[config.mk]
export PLATFORM = sky130hd
export DESIGN_NAME = mul_job_sched_flat
export DESIGN_NICKNAME = d
export VERILOG_FILES = /design/src/rtl/mul_job_sched_if.sv /design/src/rtl/mul_job_sched.sv /design/src/flat_wrapper.sv
export SDC_FILE = /design/constraint.sdc
export NUM_CORES = 1
export LEC_CHECK = 0
export CORE_MARGIN = 1
export CORE_UTILIZATION = 50
export DETAILED_ROUTE_END_ITERATION = 16
export PLACE_DENSITY = 0.91
export SLEW_MARGIN = 30
export SYNTH_ARGS = -nofsm -noshare
export SYNTH_HDL_FRONTEND = slang
export SYNTH_SLANG_ARGS = --single-unit
export TNS_END_PERCENT = 1
[constraint.sdc]
create_clock -name clk -period 4.35 [get_ports clk]
set_input_delay 1.305 -clock clk [delete_from_list [all_inputs] [get_ports clk]]
set_output_delay 1.305 -clock clk [all_outputs]
set_load 0.05 [all_outputs]
[src/rtl/mul_job_sched_if.sv]
// mul_job_sched_if: requester-side job handshake for mul_job_sched.
//
// Signals (one set per requester, suffix _0 / _1):
//   req0/req1           job request, held high until the matching done pulse
//   adr1_x, adr2_x      ROM addresses of operand A and operand B
//   adr_ram_x           RAM destination address of the product
//   done0/done1         one-cycle completion pulse back to the requester
//
// Modports: master = requester side, slave = scheduler side.
interface mul_job_sched_if #(
  parameter int AW = 3
);
  logic          req0;
  logic          req1;
  logic [AW-1:0] adr1_0;
  logic [AW-1:0] adr2_0;
  logic [AW-1:0] adr_ram_0;
  logic [AW-1:0] adr1_1;
  logic [AW-1:0] adr2_1;
  logic [AW-1:0] adr_ram_1;
  logic          done0;
  logic          done1;

  modport master (
    output req0, req1, adr1_0, adr2_0, adr_ram_0, adr1_1, adr2_1, adr_ram_1,
    input  done0, done1
  );

  modport slave (
    input  req0, req1, adr1_0, adr2_0, adr_ram_0, adr1_1, adr2_1, adr_ram_1,
    output done0, done1
  );
endinterface

[src/rtl/mul_job_sched.sv]
// mul_job_sched: round-robin scheduler and sequencer for the shared
// ROM -> multiplier -> RAM datapath. Two requesters each submit a job
// (operand A address, operand B address, RAM destination). One job runs at a
// time: read both operands from the synchronous ROM, register their product,
// write it to RAM, then pulse the owner's done.
//
// Ports:
//   clk, rst        clock (rising edge) and asynchronous active-high reset
//   jobs            mul_job_sched_if.slave: req/addresses in, done out
//   rom_adr         ROM read address (data returns on the following cycle)
//   rom_data        ROM read data
//   ram_we/ram_adr/ram_din   RAM write port, active only in WR
//   product         last registered product (2*DW bits, unsigned)
//   st_out          current state encoding
//   job_cnt         completed-job counter, only when MULJOB_CNT_EN is defined
//
// Optional feature: define MULJOB_CNT_EN to add the 8-bit wrapping job_cnt
// output. Without it there is no counter and no job_cnt port.
module mul_job_sched #(
  parameter int DW = 4,
  parameter int AW = 3
) (
  input  logic            clk,
  input  logic            rst,
  mul_job_sched_if.slave  jobs,
  output logic [AW-1:0]   rom_adr,
  input  logic [DW-1:0]   rom_data,
  output logic            ram_we,
  output logic [AW-1:0]   ram_adr,
  output logic [2*DW-1:0] ram_din,
  output logic [2*DW-1:0] product,
  output logic [3:0]      st_out
`ifdef MULJOB_CNT_EN
  ,
  output logic [7:0]      job_cnt
`endif
);

  typedef enum logic [3:0] {
    IDLE  = 4'd0,
    RD1   = 4'd1,
    RD2   = 4'd2,
    LATCH = 4'd3,
    MUL   = 4'd4,
    WR    = 4'd5,
    DONE  = 4'd6
  } state_t;

  state_t        state;
  state_t        state_next;
  logic          own;      // id of the requester whose job is in flight
  logic          last;     // id of the most recently granted requester
  logic          win;      // id that would be granted this cycle
  logic          any_req;
  logic [AW-1:0] a1_q;
  logic [AW-1:0] a2_q;
  logic [AW-1:0] ar_q;
  logic [DW-1:0] op1;
  logic [DW-1:0] op2;

  assign any_req = jobs.req0 | jobs.req1;
  assign st_out  = state;

  // On a tie the requester that was not served last wins; otherwise the
  // single active requester wins (req1 alone -> 1, req0 alone -> 0).
  assign win = (jobs.req0 & jobs.req1) ? ~last : jobs.req1;

  // NOTE: sequential state uses non-blocking (<=) so every register samples
  // pre-edge values; blocking here would create order-dependent simulation.
  always_ff @(posedge clk or posedge rst) begin
    if (rst) state <= IDLE;
    else     state <= state_next;
  end

  // NOTE: every output of this block gets a default first, so no path leaves
  // a signal unassigned and no latch is inferred.
  always_comb begin
    state_next = IDLE;
    rom_adr    = '0;
    ram_we     = 1'b0;
    ram_adr    = '0;
    ram_din    = '0;
    jobs.done0 = 1'b0;
    jobs.done1 = 1'b0;
    case (state)
      IDLE:  state_next = any_req ? RD1 : IDLE;
      RD1: begin
        rom_adr    = a1_q;
        state_next = RD2;
      end
      RD2: begin
        rom_adr    = a2_q;
        state_next = LATCH;
      end
      LATCH: state_next = MUL;
      MUL:   state_next = WR;
      WR: begin
        ram_we     = 1'b1;
        ram_adr    = ar_q;
        ram_din    = product;
        state_next = DONE;
      end
      DONE: begin
        jobs.done0 = ~own;
        jobs.done1 = own;
        state_next = IDLE;
      end
      default: state_next = IDLE;  // unused encodings recover to IDLE
    endcase
  end

  // Datapath registers. Reset clears everything so an aborted job leaves no
  // trace in product or the latched job fields.
  always_ff @(posedge clk or posedge rst) begin
    if (rst) begin
      own     <= 1'b0;
      last    <= 1'b1;  // requester 0 wins the first tie
      a1_q    <= '0;
      a2_q    <= '0;
      ar_q    <= '0;
      op1     <= '0;
      op2     <= '0;
      product <= '0;
`ifdef MULJOB_CNT_EN
      job_cnt <= '0;
`endif
    end else begin
      case (state)
        IDLE: if (any_req) begin
          own  <= win;
          last <= win;
          a1_q <= win ? jobs.adr1_1    : jobs.adr1_0;
          a2_q <= win ? jobs.adr2_1    : jobs.adr2_0;
          ar_q <= win ? jobs.adr_ram_1 : jobs.adr_ram_0;
        end
        // ROM data lags the address by one cycle: operand A (addressed in
        // RD1) arrives during RD2, operand B (addressed in RD2) during LATCH.
        RD2:   op1 <= rom_data;
        LATCH: op2 <= rom_data;
        MUL:   product <= {{DW{1'b0}}, op1} * {{DW{1'b0}}, op2};
`ifdef MULJOB_CNT_EN
        DONE:  job_cnt <= job_cnt + 8'd1;
`endif
        default: ;
      endcase
    end
  end

endmodule

[src/flat_wrapper.sv]
// flat-port wrapper written by rule: the top's interface ports become plain ports
module mul_job_sched_flat 
#(
  parameter int DW = 4,
  parameter int AW = 3
)
  (clk, rst, rom_adr, rom_data, ram_we, ram_adr, ram_din, product, st_out, jobs_req0, jobs_req1, jobs_adr1_0, jobs_adr2_0, jobs_adr_ram_0, jobs_adr1_1, jobs_adr2_1, jobs_adr_ram_1, jobs_done0, jobs_done1);
  mul_job_sched_if #(.AW(AW)) jobs_i ();
  input  logic clk;
  input  logic rst;
  output logic [AW-1:0] rom_adr;
  input  logic [DW-1:0] rom_data;
  output logic ram_we;
  output logic [AW-1:0] ram_adr;
  output logic [2*DW-1:0] ram_din;
  output logic [2*DW-1:0] product;
  output logic [3:0] st_out;
  input wire logic [$bits(jobs_i.req0)-1:0] jobs_req0;
  input wire logic [$bits(jobs_i.req1)-1:0] jobs_req1;
  input wire logic [$bits(jobs_i.adr1_0)-1:0] jobs_adr1_0;
  input wire logic [$bits(jobs_i.adr2_0)-1:0] jobs_adr2_0;
  input wire logic [$bits(jobs_i.adr_ram_0)-1:0] jobs_adr_ram_0;
  input wire logic [$bits(jobs_i.adr1_1)-1:0] jobs_adr1_1;
  input wire logic [$bits(jobs_i.adr2_1)-1:0] jobs_adr2_1;
  input wire logic [$bits(jobs_i.adr_ram_1)-1:0] jobs_adr_ram_1;
  output wire logic [$bits(jobs_i.done0)-1:0] jobs_done0;
  output wire logic [$bits(jobs_i.done1)-1:0] jobs_done1;
  assign jobs_i.req0 = jobs_req0;
  assign jobs_i.req1 = jobs_req1;
  assign jobs_i.adr1_0 = jobs_adr1_0;
  assign jobs_i.adr2_0 = jobs_adr2_0;
  assign jobs_i.adr_ram_0 = jobs_adr_ram_0;
  assign jobs_i.adr1_1 = jobs_adr1_1;
  assign jobs_i.adr2_1 = jobs_adr2_1;
  assign jobs_i.adr_ram_1 = jobs_adr_ram_1;
  assign jobs_done0 = jobs_i.done0;
  assign jobs_done1 = jobs_i.done1;
  mul_job_sched #(.DW(DW), .AW(AW)) u_core (.clk(clk), .rst(rst), .jobs(jobs_i), .rom_adr(rom_adr), .rom_data(rom_data), .ram_we(ram_we), .ram_adr(ram_adr), .ram_din(ram_din), .product(product), .st_out(st_out));
endmodule
Word level (Yosys, flattened, before mapping)
Cells that the tools add are included.
{ "totals": {"reg_bits": 31, "inputBits": 26, "out_inout_bits": 29, "wordCells": 34} }
{ "classes": {"mul": 1, "eq_ne": 6, "n_mux": 12, "bitwise_logic": 4, "n_reduce_logical": 2} }
{ "op_table": {"columns": ["op", "count"], "rows": [
  ["$pmux 4 s6", 1],
  ["$eq 4x3->1 const B", 3],
  ["$mux 3", 4],
  ["$eq 4x2->1 const B", 2],
  ["$mul 4x4->8", 1],
  ["$mux 8", 1],
  ["$pmux 3 s2", 1],
  ["$mux 1", 5],
  ["$eq 4x1->1 const B", 1],
  ["$logic_not 4->1", 1],
  ["$not 1->1", 2],
  ["$reduce_and 2->1", 1],
  ["$and 1x1->1", 1],
  ["$or 1x1->1", 1]
]} }

Depth between registers and ports, before layout
{ "depth": {"ltp_word": 3, "ltp_mapped": 9, "mapped_depth_nobuf": 9} }

Least setup slack after synthesis
No wires, ideal clock.
{ "synth_timing": {"kind": "reg2out", "startpoint": "reg u_core.state[0], in the netlist u_core.st_out[0]", "endpoint": "out rom_adr[0]", "t_arrival_ns": 1.968, "t_required_ns": 3.045, "path_slack_ns": 1.077, "stages_incl_launch_ff": 5, "path_buffers": 1, "path_cell_list": "dfrtp_1 -> nor2b_1 -> clkbuf_1 -> a22oi_1 -> nor2_1"} }
{ "synth_via": {"elab_chain_len": 2} }
{ "synth_lines": {"columns": ["element", "line_no", "rtl"], "rows": [
  ["start: declaration", "mul_job_sched.sv:49", "state_t state;"],
  ["start signal: assignment", "mul_job_sched.sv:72", "else state <= state_next;"],
  ["$eq 4x2->1 or $eq 4x1->1 (tied branches)", "mul_job_sched.sv:85", "case (state)"],
  ["$pmux 3 s2 (*)", "mul_job_sched.sv:85", null],
  ["end: declaration", "flat_wrapper.sv:11", "output logic [AW-1:0] rom_adr;"]
]} }
Every way passes the cells marked *; elsewhere a longest branch is shown, timed or not.

Worst setup path after layout
{ "layout_timing": {"startpoint": "reg u_core.state[0], in the netlist u_core.st_out[0]", "endpoint": "out rom_adr[1]"} }
The elaborated chain is that of the path after synthesis.

==> results.cfg <==
[run_status]
status = finished clean

[power_and_ir_drop]
power.density_nw_per_um2 = 829.6
power_switching_uw = 959.6
seq_power_share = 0.274
clockPowerShare = 0.079
switching_share = 0.4807
internal_power_mw = 1.037
ir_drop_mv = 0.4049
p_leak_nw = 1.134
p_comb_frac = 0.647

[drt]
via_count = 1358
drc = 0
dr.pass1.iters = 4
wire_per_inst_um = 12.86
ant_nets = 0
drtIter0Drc = 35
avgViaCountPerCell = 5.011
drt-total-wl_um = 3484

[critical_path]
arrival_ns = 2.59
reg2reg_from = u_core.op1[0]
r2r_cells = 9
crit_start = u_core.st_out[0]
endpoint = rom_adr[1]
path_class = flip-flop to output pin
required_ns = 3.04
r2r_setup_slack_ns = 1.50
reg2reg_to = u_core.product[6]
crit_path_max_fanout = 16
crit_path_start_kind = flip-flop
end_kind = output pin

[clocking]
htreeDepth = 2
cts_root_buffer = clkbuf_4
numCtsBuffers = 5
clkTransAtPathRegs_ns = 0.11
cts_tree = built
cts_buffer_depth = 2
cts_resized = 0
insertion_delay_ns = 0.35
post_cts_buffers = 0
cts.sinks = 30
holdBufCountCts = 0

[sta]
finalMaxSlewViolations = 0
slew-limit-headroom = 0.3949
hold_viol = 0
finalSetupTns_ns = 0
worst_pin_slew_ns = 0.9058
timing.fmax_ghz = 0.2566
finalSetupViolCount = 0
min_period_over_period = 0.8958
finalWorstSetupSlack_ns = 0.4532
grt_setup_unrepaired = false
fin_skew_ns = 0.02063
period_needed_ns = 3.897

[die]
initial_core_util = 0.5326
dieArea_um2 = 3884
io_pins = 55
die_h_um = 62.32
num_rows = 21
die_x_um = 62.32
core_um2 = 3416

[global_route]
antenna_found_initial = 0
grt_max_degree = 31
grt_pass1_vias = 1310
grtUsageTotal = 0.2040
grt_overflow = 0
grt_pass1_wl_um = 6003

[place]
port_buffers = 53
place_hpwl_um = 2762
dp_slack_ns = 0.8285
gp_congestion = 0.7672

[final_layout]
seqCellArea_um2 = 752.0
area_growth_syn_to_layout_pct = 32.26
fin_nets = 266
antenna_cells = 0
layout-drive-gt1-share = 0.1333
final.fill_count = 285
multi_input_area_um2 = 980.9

[yosys]
synth_fp_nets = 214
netlist-cell-type-count = 36
avgSynthCellArea_um2 = 10.58
synth_seq_cells = 30
syn_area_um2 = 1819
ys_seq_area_frac = 0.4133
syn_inst = 172
synth_warnings = 0

[flow_run]
cap_viol_max_count = 0

[worst_hold_path]
hp-class = flip-flop to flip-flop
layout make-up:
type,instances,area share
multi-input combinational,127,0.4077
sequential,30,0.3125
timing repair buffer,55,0.2267
tap,46,0.02392
clock buffer,6,0.01716
inverter,5,0.007800
clock inverter,2,0.004160
how the worst min path moves through the flow:
stage | from | end | slack, ns | cells past startpoint
final | u_core.ar_q[0] | u_core.ar_q[0] | 0.49 | 2
after global routing | u_core.ar_q[1] | u_core.ar_q[1] | 0.51 | 2
after CTS | u_core.ar_q[0] | u_core.ar_q[0] | 0.49 | 2
after detailed placement | u_core.ar_q[0] | u_core.ar_q[0] | 0.47 | 2
after global placement | u_core.ar_q[2] | u_core.ar_q[2] | 0.45 | 2
after floorplan | u_core.ar_q[2] | u_core.ar_q[2] | 0.44 | 2
stage by stage:
stage | power [mW] | hold WS (ns) | instances | utilization | cell area (µm²)
floorplan | 1.534 | 0.4418 | 172 | - | 1819
global placement | 1.806 | 0.4530 | 263 | 0.6894 | 2355
detailed placement | 1.852 | 0.4655 | 263 | 0.6894 | 2355
CTS | 2.015 | 0.4884 | 271 | 0.7044 | 2406
global route | 2.164 | 0.5093 | 271 | 0.7044 | 2406
finish | 1.996 | 0.4935 | 271 | 0.7044 | 2406
kinds of logic after synthesis:
| kind of cell | share of synthesized area |
|---|---|
| adder cells (fa/ha/maj) | 0.1265 |
| XOR/XNOR | 0.01926 |
| flip-flops | 0.4133 |
| AO/OA/AOI/OAI | 0.08666 |
| AND/OR/NAND/NOR | 0.1685 |
| buffers and inverters | 0.04745 |
| multiplexers | 0.1362 |
| other | 0.002061 |
cell usage after synthesis:
cell,n,share of area
inv_2,1,0.0021
buf_4,3,0.012
and2_1,14,0.048
or3_4,1,0.0062
fa_1,4,0.044
nor3_1,1,0.0027
mux2i_1,9,0.050
or2_2,1,0.0034
o21ai_1,2,0.0055
mux2_2,9,0.056
and2b_1,1,0.0041
mux2_1,1,0.0062
mux2_4,3,0.025
a211oi_1,1,0.0041
a22oi_1,3,0.012
and3_1,12,0.041
a21o_1,1,0.0041
nor2_1,6,0.012
o21ai_0,10,0.028
o21ai_2,4,0.019
nand3_1,2,0.0055
a21boi_0,1,0.0041
conb_1,1,0.0021
clkbuf_1,2,0.0041
a21oi_1,2,0.0055
buf_2,3,0.0083
buf_6,2,0.012
dfstp_2,1,0.014
xor2_1,1,0.0048
ha_1,12,0.083
o31ai_1,1,0.0041
inv_1,4,0.0083
nand2_1,20,0.041
xnor2_1,3,0.014
nor2b_1,1,0.0034
dfrtp_1,29,0.40
worst max-delay path, stage by stage (launching register included):
cell and delay, ns:
dfrtp_1 0.42, nor2b_1 0.75, a22oi_1 0.15, nor2_1 0.13, clkdlybuf4s50_1 0.81
layout by cell type (no fill, tap or decap), types with 3 or more instances in the layout:
cell type	synthesis	layout
and3_1	12	12
mux2_4	3	3
mux2i_1	9	9
and2_1	14	14
clkbuf_4	0	5
nor2_1	6	6
xnor2_1	3	3
nand2_1	20	20
mux2_2	9	9
ha_1	12	12
o21ai_2	4	4
fa_1	4	4
dfrtp_1	29	29
inv_1	4	3
clkdlybuf4s50_1	0	53
a22oi_1	3	3
o21ai_0	10	10
routing by layer:
metal  vias up  track usage  wire [µm]
li1        689            -          -
met1       629       0.2425       1583
met2        33       0.3503       1725
met3         7      0.03309         97
met4         0       0.1134         78
met5         -            0          0
power by group through the flow:
stage	combinational [mW]	sequential, mW	clock (mW)
floorplan	0.865	0.670	0
global placement	1.26	0.542	0
detailed placement	1.30	0.552	0
CTS	1.31	0.546	0.160
global route	1.42	0.572	0.172
finish	1.29	0.547	0.157
flip-flops by register name, indices dropped and copies added, names as in the netlist:
signal and cells:
u_core.product 8, u_core.op1 4, u_core.op2 4, u_core.a1_q 3, u_core.a2_q 3, u_core.ar_q 3, u_core.st_out 3, u_core.last 1
u_core.own 1
(Power assumes the default switching activity.)
